[src/rtl/fwd_hazard_unit.sv]
// -----------------------------------------------------------------------------
// fwd_hazard_unit
//
// Purpose: operand forwarding and hazard detection for an in-order pipeline
// that also hosts a single fixed-latency multi-cycle unit.
//   * Forwards MEM- or WB-stage results onto the EX operands.
//   * Detects load-use hazards and hazards against an in-flight multi-cycle op.
//   * Tracks the multi-cycle unit with an IDLE/BUSY/DONE state machine.
//   * Counts stall cycles in a saturating counter.
//
// Parameters:
//   XLEN   datapath width
//   NREAD  number of register read ports (packed, port 0 in the LSBs)
//   MC_LAT multi-cycle unit latency in cycles (2..16)
//   CNT_W  stall counter width
//
// Ports:
//   clk, rst_n            clock, asynchronous active-low reset
//   id_valid/id_rs/id_mc  decode-stage instruction, sources, multi-cycle flag
//   ex_rs/ex_rdata        EX-stage source indices and register file values
//   id_ex_*               EX-stage destination, write enable, load flag
//   ex_mem_*              MEM-stage destination, write enable, ALU result
//   mem_wb_*              WB-stage destination, write enable, data select, data
//   mc_issue/mc_rd        multi-cycle op leaving EX and its destination
//   fwd_data              forwarded EX operands
//   stall/flush_ex        combinational hold of PC+IF/ID and ID/EX bubble
//   mc_busy/mc_done       unit occupied / registered completion pulse
//   mc_err                sticky: issue seen while the unit was BUSY
//   stall_cnt             saturating stall-cycle counter
// -----------------------------------------------------------------------------
module fwd_hazard_unit #(
    parameter int XLEN   = 32,
    parameter int NREAD  = 2,
    parameter int MC_LAT = 4,
    parameter int CNT_W  = 16
) (
    input  logic                    clk,
    input  logic                    rst_n,
    input  logic                    id_valid,
    input  logic [NREAD*5-1:0]      id_rs,
    input  logic                    id_mc,
    input  logic [NREAD*5-1:0]      ex_rs,
    input  logic [NREAD*XLEN-1:0]   ex_rdata,
    input  logic [4:0]              id_ex_rd,
    input  logic                    id_ex_rw,
    input  logic                    id_ex_load,
    input  logic [4:0]              ex_mem_rd,
    input  logic                    ex_mem_rw,
    input  logic [XLEN-1:0]         ex_mem_result,
    input  logic [4:0]              mem_wb_rd,
    input  logic                    mem_wb_rw,
    input  logic                    mem_wb_to_reg,
    input  logic [XLEN-1:0]         mem_wb_rdata,
    input  logic [XLEN-1:0]         mem_wb_result,
    input  logic                    mc_issue,
    input  logic [4:0]              mc_rd,
    output logic [NREAD*XLEN-1:0]   fwd_data,
    output logic                    stall,
    output logic                    flush_ex,
    output logic                    mc_busy,
    output logic                    mc_done,
    output logic                    mc_err,
    output logic [CNT_W-1:0]        stall_cnt
);

    localparam logic [1:0] S_IDLE = 2'd0;
    localparam logic [1:0] S_BUSY = 2'd1;
    localparam logic [1:0] S_DONE = 2'd2;

    localparam logic [3:0] LAT_M1 = 4'(MC_LAT - 1);

    logic [1:0]       r_state;
    logic [3:0]       r_cnt;
    logic [4:0]       r_pend_rd;
    logic             r_mc_err;
    logic [CNT_W-1:0] r_stall_cnt;

    logic [XLEN-1:0]  w_wb_val;
    logic             w_lu_match;
    logic             w_mc_match;
    logic             w_load_use;
    logic             w_mc_haz;
    logic             w_busy;

    // ---------------- Forwarding ----------------
    assign w_wb_val = mem_wb_to_reg ? mem_wb_rdata : mem_wb_result;

    // MEM has priority over WB because it holds the younger result.
    always_comb begin
        fwd_data = ex_rdata;
        for (int i = 0; i < NREAD; i++) begin
            if (ex_mem_rw && (ex_mem_rd != 5'd0) && (ex_mem_rd == ex_rs[i*5 +: 5])) begin
                fwd_data[i*XLEN +: XLEN] = ex_mem_result;
            end else if (mem_wb_rw && (mem_wb_rd != 5'd0) && (mem_wb_rd == ex_rs[i*5 +: 5])) begin
                fwd_data[i*XLEN +: XLEN] = w_wb_val;
            end
        end
    end

    // ---------------- Hazard detection ----------------
    always_comb begin
        w_lu_match = 1'b0;
        w_mc_match = 1'b0;
        for (int i = 0; i < NREAD; i++) begin
            if (id_rs[i*5 +: 5] == id_ex_rd)  w_lu_match = 1'b1;
            if (id_rs[i*5 +: 5] == r_pend_rd) w_mc_match = 1'b1;
        end
    end

    assign w_busy     = (r_state != S_IDLE);
    assign w_load_use = id_valid & id_ex_load & id_ex_rw & (id_ex_rd != 5'd0) & w_lu_match;
    // Gated by rst_n so the multi-cycle term is inert while reset is held.
    assign w_mc_haz   = rst_n & id_valid & w_busy &
                        (id_mc | ((r_pend_rd != 5'd0) & w_mc_match));

    assign stall    = w_load_use | w_mc_haz;
    assign flush_ex = stall;

    // ---------------- Multi-cycle unit tracking ----------------
    always_ff @(posedge clk or negedge rst_n) begin
        if (!rst_n) begin
            r_state   <= S_IDLE;
            r_cnt     <= 4'd0;
            r_pend_rd <= 5'd0;
            r_mc_err  <= 1'b0;
        end else begin
            case (r_state)
                S_IDLE, S_DONE: begin
                    if (mc_issue) begin
                        r_pend_rd <= mc_rd;
                        r_cnt     <= LAT_M1;
                        r_state   <= S_BUSY;
                    end else begin
                        r_state   <= S_IDLE;
                    end
                end
                S_BUSY: begin
                    // A second issue while busy is an error and does not disturb timing.
                    if (mc_issue) r_mc_err <= 1'b1;
                    r_cnt <= r_cnt - 4'd1;
                    if (r_cnt == 4'd1) r_state <= S_DONE;
                end
                default: r_state <= S_IDLE;
            endcase
        end
    end

    assign mc_busy = w_busy;
    assign mc_done = (r_state == S_DONE);
    assign mc_err  = r_mc_err;

    // ---------------- Stall counter ----------------
    always_ff @(posedge clk or negedge rst_n) begin
        if (!rst_n) begin
            r_stall_cnt <= '0;
        end else if (stall && (r_stall_cnt != {CNT_W{1'b1}})) begin
            r_stall_cnt <= r_stall_cnt + CNT_W'(1);
        end
    end

    assign stall_cnt = r_stall_cnt;

endmodule

[config.mk]
export PLATFORM = sky130hd
export DESIGN_NAME = fwd_hazard_unit
export DESIGN_NICKNAME = d
export VERILOG_FILES = /design/src/rtl/fwd_hazard_unit.sv
export SDC_FILE = /design/constraint.sdc
export NUM_CORES = 1
export LEC_CHECK = 0
export ABC_AREA = 1
export BUFFER_PORTS_ARGS = -buffer_cell sky130_fd_sc_hd__buf_2
export CAP_MARGIN = 20
export CORE_AREA = 2 2 115 117
export DETAILED_ROUTE_END_ITERATION = 8
export DIE_AREA = 0 0 117 119
export GPL_TIMING_DRIVEN = 0
export PLACE_DENSITY = 0.66
export SLEW_MARGIN = 25
export SYNTH_ARGS = -nofsm -noshare
export SYNTH_HDL_FRONTEND = slang
export SYNTH_SLANG_ARGS = --single-unit
[constraint.sdc]
create_clock -name clk -period 2.4 [get_ports clk]
set_clock_uncertainty 0.05 [all_clocks]
set_input_delay 0.48 -clock clk [delete_from_list [all_inputs] [get_ports clk]]
set_output_delay 0.48 -clock clk [all_outputs]
set_load 0.005 [all_outputs]
Word level (Yosys, flattened, before mapping)
Index checks and enable logic that the tools add are counted.
Storage, ports and cells
  flip-flop bits (word level): 28
  input bits: 210
  output and inout bits: 85
Operators by class
  add/subtract/negate cells: 2
  equal/unequal tests: 14
  muxes and demuxes: 14
  bitwise gates (word level): 10
  reductions and logical operators: 18
Operators with widths (number)
  2-to-1 mux 32 bit: 5
  == test 5 bit: 8
  nonzero test 5 bit: 4
  adder 16 x 1 -> 16 bit, second input constant: 1
  inequality test 16 bit, second input constant: 1
  bitwise AND 1 bit: 8
  one-hot mux 4 bit (2 select lines): 1
  logical AND 1 bit: 7
  AND reduction 2 bit: 3
  2-to-1 mux 1 bit: 5
  == test 4 x 1 -> 1 bit, second input constant: 1
  2-to-1 mux 4 bit: 1
  inequality test 2 bit, second input constant: 2
  one-hot mux 2 bit (2 select lines): 1
  nonzero test 2 bit: 2
  subtractor 4 x 1 -> 4 bit, second input constant: 1
  == test 2 x 1 -> 1 bit, second input constant: 1
  == test 2 bit, second input constant: 1
  zero test 2 bit: 1
  2-to-1 mux 2 bit: 1
  OR 1 bit: 2
  OR reduction 2 bit: 1

Longest topological paths before layout
Gate-level depths: netlist of run 1.
  depth in word-level cells: 8
  gate-level depth with buffers: 14

Least setup slack after synthesis of run 1
OpenSTA, ideal clock, no wires.
  path kind: input to output
  start: in ex_rs[5]
  end: out fwd_data[33]
  arrival time: 1.406 ns
  required time: 1.870 ns
  setup slack: 0.464 ns
  cell stages on the path: 6
  path buffers: 1
  path through: xnor2_1 nand2_1 nor3_2 nand3_2 buf_6 a31oi_1
Between the ends
  word-level cells in the longest chain between the ends: 4
  elaborated cells on any way between the ends: 6
  those cells by class: eq/ne: 2; mux: 2; reduce/logical: 2
Ends and longest elaborated chain
  start: declaration: line 42  | input logic [NREAD*5-1:0] ex_rs,
  == test 5 bit: line 94  | end else if (mem_wb_rw && (mem_wb_rd != 5'd0) && (mem_wb_rd == ex_rs[i*5 +: 5])) begin
  logical AND 1 bit: line 94
  2-to-1 mux 32 bit: line 94
  2-to-1 mux 32 bit (*): line 92  | if (ex_mem_rw && (ex_mem_rd != 5'd0) && (ex_mem_rd == ex_rs[i*5 +: 5])) begin
  end: declaration: line 57  | output logic [NREAD*XLEN-1:0] fwd_data,
Every way passes the cells marked *; elsewhere a longest branch is shown, timed or not.

Worst setup path after layout of run 1
  start: in ex_rs[6]
  end: out fwd_data[52]
Same word-level chain as after synthesis.

==> reports/qor.csv, run 1 <==
metric,value,unit
Post-synth EDFFs,0,
first-pass GRT wire length,24000,µm
Final Cycle Share,99.7,%
PortBufs,293,
initial antenna violation count,5,
Worst Reg-to-Reg Cells,9,
Leak,3.51,nW
drt total wl,17200,µm
DR vias/cell,4.86,
CP Buf/Inv Count,4,
share of cells above drive strength 1,48.6,%
total grt overflow,0,
Crit path top cell by count,buf_6,
r2r setup slk,500,ps
Die ar.,13900,µm²
maximum VDD drop,0.486,mV
worst slew pin tran,569,ps
Crit Reg-Reg Startpoint,stall_cnt[0]$_DFFE_PN0P_,
depth of the CTS H-tree,1,
I/O pin count,295,
Tightest Hold Check Type,in2async,
Max Clock Freq,418,MHz
most instantiated cells after synthesis,"215 x nand2_1, 97 x nor2_1, 65 x a31oi_1",
status,completed,
Num Clock Sinks,28,
CTS Hold Bufs,0,
syn avg cell area,6.30,µm²
post-layout min period,2390,ps
Initial Util,30.7,%
Die Width,117,µm
RSZ-0062 raised after global routing,yes,
Detailed Routing Iterations Pass 1,5,
fin. max-slew vios,0,
top-count cell post-synth,nand2_1,
"Seq/Total Area, Yosys",17.7,%
CP max stage delay,220,ps
predominant post-synthesis flop cell,dfrtp_1,
syn_nets,840,
core footprint,12900,µm²
final net count,1153,
# DRC,0,
Syn-to-layout area delta,67.1,%
"Reg clk slew, reported paths",70,ps
reg2reg end,stall_cnt[5]$_DFFE_PN0P_,
CTS tree,yes,
cell family with most CP delay,buffers and inverters,
final hold viol count,0,
Final Setup Violations,0,
GR Util All Layers,21.3,%
cts bufs inserted,3,
deepest clock path buffer count,2,
DPL Wire Length,13200,µm
total power,0.00246,W
Startpoint Class,primary input,
vias in the first global route,4771,
number of core rows,42,
Final Instance Count excl. Fillers,1119,
synth top area cells,"nand2_1 20%, dfrtp_1 18%, a31oi_1 10%",
CP required,1870,ps
Cell Pwr Density,373,nW/µm²
Cells after Synth,627,
Placer Congestion,0.940,
die height,119,µm
slowest CP cell,clkbuf_16,
kind of critical path,in2out,
Arrival @ worst endpoint,1860,ps
largest net degree at the start of global routing,30,
worst-skew pair later-pin latency,260,ps
Critical Path Start,ex_rs[6],
Vias,5435,
Slew headroom,61.9,%
Yosys reg bits,28,
initial drt markers,424,
Post-synth ARST share,100,%
Netlist cell types,33,
Detail Route Antenna Nets,0,
kind of end point of the critical path,output pin,
max-cap violations,0,
per-cell routed wire length,15.3,µm
fillers,1288,
Root Buffer,clkbuf_16,
placed cells,1096,
Synth top area share,20.4,%
Syn Std Cell Area,3950,µm²
worst-path cell chain,buf_6 > xnor2_2 > nand2_2 > nor3_4 > buf_6 > nand3_4 > clkbuf_16 > a31oi_4 > buf_2,
cell taking the most area after synthesis,nand2_1,
Synth warnings,0,
crit path max fanout,6,
[final cells by class]
cell class                      instances  area, µm²  area share [%]
Multi-Input combinational cell        528       3220            48.8
Timing Repair Buffer                  308       1820            27.6
Sequential cell                        28        701            10.6
Buffer                                 32        360            5.46
Tap cell                              176        220            3.34
Inverter                               39        159            2.41
Clock buffer                            3       75.1            1.14
Clock inverter                          1       30.0           0.455
Antenna cell                            4       10.0           0.152
[worst max path at each step]
stage	end	cells after the start
3_3_place_gp	fwd_data[55]	8
3_5_place_dp	fwd_data[56]	8
6_report	fwd_data[52]	9
2_1_floorplan	fwd_data[33]	6
4_1_cts	fwd_data[21]	8
5_1_grt	fwd_data[52]	9
[per-stage QoR]
stage | setup WS [ps] | utilization (%) | instance area, µm² | hold WS [ps] | setup TNS (ps)
after global placement | -81.5 | 43.8 | 5640 | 408 | -368
after global routing | -44.0 | 51.2 | 6590 | 148 | -261
after CTS | 0.0699 | 45.0 | 5800 | 209 | 0
after floorplan | 464 | - | 3950 | 134 | 0
after detailed placement | -87.8 | 43.8 | 5640 | 408 | -684
final | 6.61 | 51.2 | 6600 | 113 | 0
[cell usage in the layout, fill, tap and decap left out, types with 5 or more instances in the layout]
cell | Yosys | routed
nand2_4 | 2 | 7
xnor2_2 | 0 | 9
buf_2 | 12 | 281
clkbuf_16 | 0 | 10
nand3_1 | 23 | 23
nand2_2 | 14 | 17
nor2_1 | 97 | 86
xnor2_1 | 20 | 11
inv_1 | 32 | 32
o21ai_0 | 5 | 5
buf_8 | 0 | 11
a31oi_2 | 0 | 5
dfrtp_1 | 28 | 28
xor2_1 | 19 | 18
mux2_2 | 32 | 32
nor2_2 | 1 | 9
nor2_4 | 2 | 5
nand2_1 | 215 | 206
buf_6 | 10 | 25
buf_4 | 9 | 11
a31oi_4 | 0 | 8
a31oi_1 | 65 | 52
[registers in the layout (all words and copies together), names as in the netlist]
signal / cells
r_cnt: 4
stall_cnt: 16
r_pend_rd: 5
r_state: 2
mc_err: 1
[power by group]
| group | internal, W | leakage [nW] | switching [W] |
|---|---|---|---|
| Combinational | 0.000595 | 3.09 | 0.000649 |
| Clock | 0.000332 | 0.0511 | 0.000160 |
| Sequential | 0.000588 | 0.363 | 0.000138 |
| Total | 0.00152 | 3.51 | 0.000947 |
[worst register-to-register path, stage by stage (launching register included)]
cell and delay, ps:
dfrtp_1 460, ha_1 260, nand3_2 120, inv_2 100, nand3_2 110, nor2_4 160
nand3_4 140, buf_2 230, nand3_1 110, nand2_1 60
[what timing repair did]
item | CTS | global route
buffers inserted | 0 | 8
cloned | 0 | 8
endpoints found under the setup margin | 33 | 66
resized for setup | 16 | 122
pin swaps | 3 | 32
[routing by layer]
layer | GRT usage, % | wire, µm | vias to the layer above
met5 | 0 | 13 | -
met4 | 3.16 | 234 | 2
met3 | 4.43 | 1590 | 22
met2 | 37.4 | 8330 | 261
met1 | 27.1 | 6990 | 2461
li1 | - | - | 2689
[cell families (layout without fill, tap and decap cells)]
group                    after synthesis  after routing  share of synthesized area, %
multiplexers                          32             32                          9.13
flip-flops                            28             28                          17.7
other                                  0              4                             0
adder cells (fa/ha/maj)                3              3                         0.951
AO/OA/AOI/OAI                         78             78                          12.3
AND/OR/NAND/NOR                      375            376                          40.9
buffers and inverters                 72            383                          10.4
XOR/XNOR                              39             39                          8.65
No activity file was read; power rests on OpenSTA's default activity.
==> run 2: changes to the inputs <==
--- a/config.mk
+++ b/config.mk
@@ -13,6 +13,7 @@
 export DIE_AREA = 0 0 117 119
 export GPL_TIMING_DRIVEN = 0
 export PLACE_DENSITY = 0.66
+export RECOVER_POWER = 50
 export SLEW_MARGIN = 25
 export SYNTH_ARGS = -nofsm -noshare
 export SYNTH_HDL_FRONTEND = slang
==> run 2 against run 1 <==
Net effect: clock power barely moved; critical path depth did not move; sequential power barely moved; power fell by 0.52%; largest power group unchanged.
==> reports/qor.csv, run 2 (same netlist as run 1, synthesis figures left out) <==
metric,value,unit,change
Die ar.,13900,µm²,unchanged
Detailed Routing Iterations Pass 1,5,,unchanged
"commonest non-fill, non-tap cells in the layout","273 x buf_2, 207 x nand2_1, 87 x nor2_1",,"was 281 x buf_2, 206 x nand2_1, 86 x nor2_1"
status,completed,,unchanged
Die Width,117,µm,unchanged
Root Buffer,clkbuf_16,,unchanged
Final Setup Violations,0,,unchanged
"most common cell after layout, fill and taps aside",buf_2,,unchanged
Final Cycle Share,99.6,%,was 99.7%
Max Clock Freq,418,MHz,about the same
maximum VDD drop,0.488,mV,was 0.486 mV
fillers,1296,,"was 1,288"
initial antenna violation count,5,,unchanged
total power,0.00245,W,was 0.00246 W
per-cell routed wire length,15.4,µm,was 15.3 µm
Vias,5433,,"was 5,435"
GR Util All Layers,21.3,%,unchanged
DPL Wire Length,13200,µm,unchanged
Detail Route Antenna Nets,0,,unchanged
Slew headroom,61.9,%,about the same
Syn-to-layout area delta,65.8,%,was 67.1%
Arrival @ worst endpoint,1860,ps,about the same
max-cap violations,0,,unchanged
worst-skew pair later-pin latency,260,ps,about the same
placed cells,1096,,unchanged
final hold viol count,0,,unchanged
Leak,3.47,nW,was 3.51 nW
cts bufs inserted,3,,unchanged
drt total wl,17200,µm,about the same
"Reg clk slew, reported paths",70,ps,about the same
first-pass GRT wire length,24000,µm,unchanged
Final Instance Count excl. Fillers,1119,,unchanged
deepest clock path buffer count,2,,unchanged
Startpoint Class,primary input,,unchanged
fin util,50.9,%,was 51.2%
Cell Pwr Density,374,nW/µm²,was 373 nW/µm²
Finished Cell Area,6550,µm²,was 6600 µm²
Tightest Hold Check Type,in2async,,unchanged
vias in the first global route,4771,,unchanged
number of flip-flops in the largest register,16,,unchanged
# DRC,0,,unchanged
DR vias/cell,4.86,,about the same
worst slew pin tran,569,ps,about the same
RSZ-0062 raised after global routing,yes,,unchanged
largest net degree at the start of global routing,30,,unchanged
initial drt markers,432,,was 424
Num Clock Sinks,28,,unchanged
PortBufs,293,,unchanged
CP required,1870,ps,about the same
kind of end point of the critical path,output pin,,unchanged
"Cell Area, Placed",5640,µm²,unchanged
kind of critical path,in2out,,unchanged
I/O pin count,295,,unchanged
Initial Util,30.7,%,unchanged
final net count,1153,,unchanged
crit path max fanout,6,,unchanged
core footprint,12900,µm²,unchanged
depth of the CTS H-tree,1,,unchanged
number of core rows,42,,unchanged
post-layout min period,2390,ps,about the same
CTS tree,yes,,unchanged
total grt overflow,0,,unchanged
share of cells above drive strength 1,47.5,%,was 48.6%
fin. max-slew vios,0,,unchanged
Placer Congestion,0.940,,unchanged
die height,119,µm,unchanged
## run 2: cell count changes in the layout (fill, tap and decap cells not counted), sizes merged
cell	change
buf	-8
clkbuf	+8
## run 2: worst max-delay path, cell delays in order
cell,delay [ps]
buf_6,110
xnor2_2,180
nand2_2,90
nor3_4,190
buf_6,140
nand3_4,140
clkbuf_16,220
a31oi_4,170
buf_2,140
## run 2: metrics by stage
| stage | hold WS (ps) | setup WS, ps | setup TNS, ps |
|---|---|---|---|
| after global routing | 148 | -44.0 | -261 |
| after floorplan | 134 | 464 | 0 |
| after global placement | 408 | -81.5 | -368 |
| after CTS | 209 | 0.0699 | 0 |
| after detailed placement | 408 | -87.8 | -684 |
| final | 111 | 9.03 | 0 |
## run 2: worst paths after layout
check | start | to | slack (ps) | cells after the start
worst max-delay path | ex_rs[6] | fwd_data[52] | 9 | 9
worst min-delay path | rst_n | stall_cnt[12]$_DFFE_PN0P_ | 110 | 1
worst max register to register | stall_cnt[0]$_DFFE_PN0P_ | stall_cnt[5]$_DFFE_PN0P_ | 230 | 10
worst min register to register | mc_err$_DFFE_PN0P_ | mc_err$_DFFE_PN0P_ | 430 | 1
max in group asynchronous | rst_n | r_pend_rd[0]$_DFFE_PN0P_ | 1910 | 1
min in group clk | mc_rd[0] | r_pend_rd[0]$_DFFE_PN0P_ | 370 | 3
## run 2: routing by layer
layer	vias to the layer above	GRT usage, %	wire length, µm
met5	-	0	13
met3	25	4.43	1530
met1	2462	27.1	7010
met2	255	37.4	8410
li1	2689	-	-
met4	2	3.16	259
## run 2: where the power goes
| part | total [W] | leakage [nW] | internal [W] | switching (W) |
|---|---|---|---|---|
| registers | 0.000725 | 0.363 | 0.000588 | 0.000137 |
| logic | 0.00123 | 3.06 | 0.000583 | 0.000647 |
| clock network | 0.000494 | 0.0511 | 0.000332 | 0.000162 |
| total | 0.00245 | 3.47 | 0.00150 | 0.000946 |
## run 2: cell type report
| cell class | count | area [µm²] | area share, % |
|---|---|---|---|
| multi-input cells | 528 | 3190 | 48.8 |
| repair buffers | 308 | 1810 | 27.7 |
| flip-flops and latches | 28 | 701 | 10.7 |
| plain buffers | 32 | 348 | 5.31 |
| well taps | 176 | 220 | 3.36 |
| inverters | 39 | 159 | 2.43 |
| clock buffers | 3 | 75.1 | 1.15 |
| clock inverters | 1 | 30.0 | 0.459 |
| diodes | 4 | 10.0 | 0.153 |
## run 2: timing repair
action / in CTS / in global routing
resized for setup: 16 / 122
cloned: 0 / 8
setup buffers: 0 / 8
hold buffers: 0 / 0
pin swaps: 3 / 32
setup endpoints to repair: 33 / 66
==> run 3: changes to the inputs <==
--- a/config.mk
+++ b/config.mk
@@ -11,7 +11,6 @@
 export CORE_AREA = 2 2 115 117
 export DETAILED_ROUTE_END_ITERATION = 8
 export DIE_AREA = 0 0 117 119
-export GPL_TIMING_DRIVEN = 0
 export PLACE_DENSITY = 0.66
 export RECOVER_POWER = 50
 export SLEW_MARGIN = 25
==> run 3 against run 2 <==
Net effect: clock-buffer cell count is 1 higher; largest power group unchanged; global-route usage shrank 1.2 points; hold slack improved by 260 ps; core utilization down 3.1 points; fmax increased by 0.82%; largest cell class unchanged; sequential power barely moved.
==> reports/qor.csv, run 3 (same netlist as run 1, synthesis figures left out) <==
metric,value,unit,change
core footprint,12900,µm²,unchanged
final hold viol count,0,,unchanged
cts bufs inserted,3,,unchanged
deepest clock path buffer count,2,,unchanged
GRT busiest layer,met2,,unchanged
M2 GR Usage,34.5,%,was 37.4%
# DRC,0,,unchanged
CP max stage delay,210,ps,was 220 ps
"Cell Area, Placed",5580,µm²,was 5640 µm²
placed cells,1078,,"was 1,096"
per-cell routed wire length,15.7,µm,was 15.4 µm
Crit path top cell by count,nand2_1,,was buf_6
Vias,5354,,"was 5,433"
Detailed Routing Iterations Pass 1,6,,was 5
kind of end point of the critical path,output pin,,unchanged
maximum VDD drop,0.566,mV,was 0.488 mV
"most common cell after layout, fill and taps aside",buf_2,,unchanged
vias in the first global route,4498,,"was 4,771"
status,completed,,unchanged
drt total wl,17200,µm,about the same
Detail Route Antenna Nets,0,,unchanged
largest net degree at the start of global routing,65,,was 30
met1 usage in global routing,25.8,%,was 27.1%
fin. max-slew vios,0,,unchanged
slowest CP cell,a31oi_1,,was clkbuf_16
Slew headroom,1.05,%,was 61.9%
worst slew pin tran,1480,ps,was 569 ps
DR vias/cell,4.89,,was 4.86
number of flip-flops in the largest register,16,,unchanged
final net count,1131,,"was 1,153"
initial antenna violation count,3,,was 5
Max Clock Freq,422,MHz,was 418 MHz
Num Clock Sinks,28,,unchanged
kind of critical path,in2out,,unchanged
GR Util met3,4.07,%,was 4.43%
total grt overflow,0,,unchanged
post-layout min period,2370,ps,was 2390 ps
PortBufs,294,,was 293
Final Cycle Share,98.8,%,was 99.6%
Initial Util,30.7,%,unchanged
Startpoint Class,primary input,,unchanged
Tightest Hold Check Type,in2reg,,was in2async
number of core rows,42,,unchanged
depth of the CTS H-tree,1,,unchanged
Syn-to-layout area delta,55.6,%,was 65.8%
Cell Pwr Density,375,nW/µm²,was 374 nW/µm²
Placer Congestion,1.01,,was 0.940
CTS tree,yes,,unchanged
share of cells above drive strength 1,44.1,%,was 47.5%
RSZ-0062 raised after global routing,yes,,unchanged
Arrival @ worst endpoint,1840,ps,was 1860 ps
worst-skew pair later-pin latency,260,ps,about the same
initial drt markers,445,,was 432
first-pass GRT wire length,22500,µm,"was 24,000 µm"
GR Util All Layers,20.0,%,was 21.3%
CP required,1870,ps,about the same
Final Instance Count excl. Fillers,1095,,"was 1,119"
Die ar.,13900,µm²,unchanged
die height,119,µm,unchanged
fillers,1347,,"was 1,296"
crit path max fanout,16,,was 6
Leak,3.25,nW,was 3.47 nW
post-CTS setup buffers,0,,unchanged
Finished Cell Area,6140,µm²,was 6550 µm²
max-cap violations,0,,unchanged
"Reg clk slew, reported paths",70,ps,about the same
Die Width,117,µm,unchanged
DPL Wire Length,12500,µm,"was 13,200 µm"
"commonest non-fill, non-tap cells in the layout","277 x buf_2, 214 x nand2_1, 88 x nor2_1",,"was 273 x buf_2, 207 x nand2_1, 87 x nor2_1"
Root Buffer,clkbuf_16,,unchanged
Final Setup Violations,0,,unchanged
r2r setup slk,510,ps,was 230 ps
I/O pin count,295,,unchanged
worst-path cell chain,buf_4 > nor2_1 > nand2_1 > o21ai_2 > nor3_2 > nand2_2 > buf_12 > nand2_1 > a31oi_1 > buf_2,,was buf_6 > xnor2_2 > nand2_2 > nor3_4 > buf_6 > nand3_4 > clkbuf_16 > a31oi_4 > buf_2
## run 3: final timing paths
path / startpoint / to / cells after the start
min in group asynchronous: rst_n / r_state[1]$_DFFE_PN0P_ / 2
max in group asynchronous: rst_n / stall_cnt[8]$_DFFE_PN0P_ / 2
worst max register to register: stall_cnt[0]$_DFFE_PN0P_ / stall_cnt[4]$_DFFE_PN0P_ / 9
worst min-delay path: mc_rd[2] / r_pend_rd[2]$_DFFE_PN0P_ / 3
worst min register to register: r_cnt[3]$_DFFE_PN0P_ / r_cnt[3]$_DFFE_PN0P_ / 1
worst max-delay path: mem_wb_rd[0] / fwd_data[57] / 10
## run 3: repair_timing
action / 4_1_cts / 5_1_grt
setup endpoints to repair: 0 / 42
resized for setup: 0 / 56
hold buffers: 0 / 0
## run 3: where the power goes
part	internal [W]	leakage, nW	switching [W]	total (W)
Clock	0.000256	0.0442	0.000160	0.000415
Combinational	0.000548	2.84	0.000614	0.00116
Sequential	0.000589	0.363	0.000137	0.000726
## run 3: cell type report
cell class              instances  area, µm²  area share [%]
flip-flops and latches         28        701            11.4
diodes                          2       5.00          0.0814
clock buffers                   4       88.8            1.45
multi-input cells             527       3020            49.2
repair buffers                319       1950            31.7
well taps                     176        220            3.58
inverters                      39        156            2.55
## run 3: metal layers
layer | vias up | wire, µm
li1 | 2632 | -
met1 | 2410 | 7030
met2 | 287 | 8200
met3 | 23 | 1710
met4 | 2 | 225
met5 | - | 11
## run 3: critical path: cells and delay by family
kind	cells	cell delay, ps
compound gates	2	370
buf+inv	3	480
simple gates	5	510
## run 3: per-stage QoR
stage                     hold slack, ps  worst slack (ps)  total power, W  utilization [%]  setup TNS, ps
after global routing                 393             -48.2         0.00249             47.7           -678
after detailed placement             409              60.3         0.00184             43.4              0
final                                371              28.4         0.00230             47.7              0
after floorplan                      134               464         0.00137                -              0
after CTS                            199              51.3         0.00225             44.0              0
after global placement               409              82.3         0.00183             43.4              0
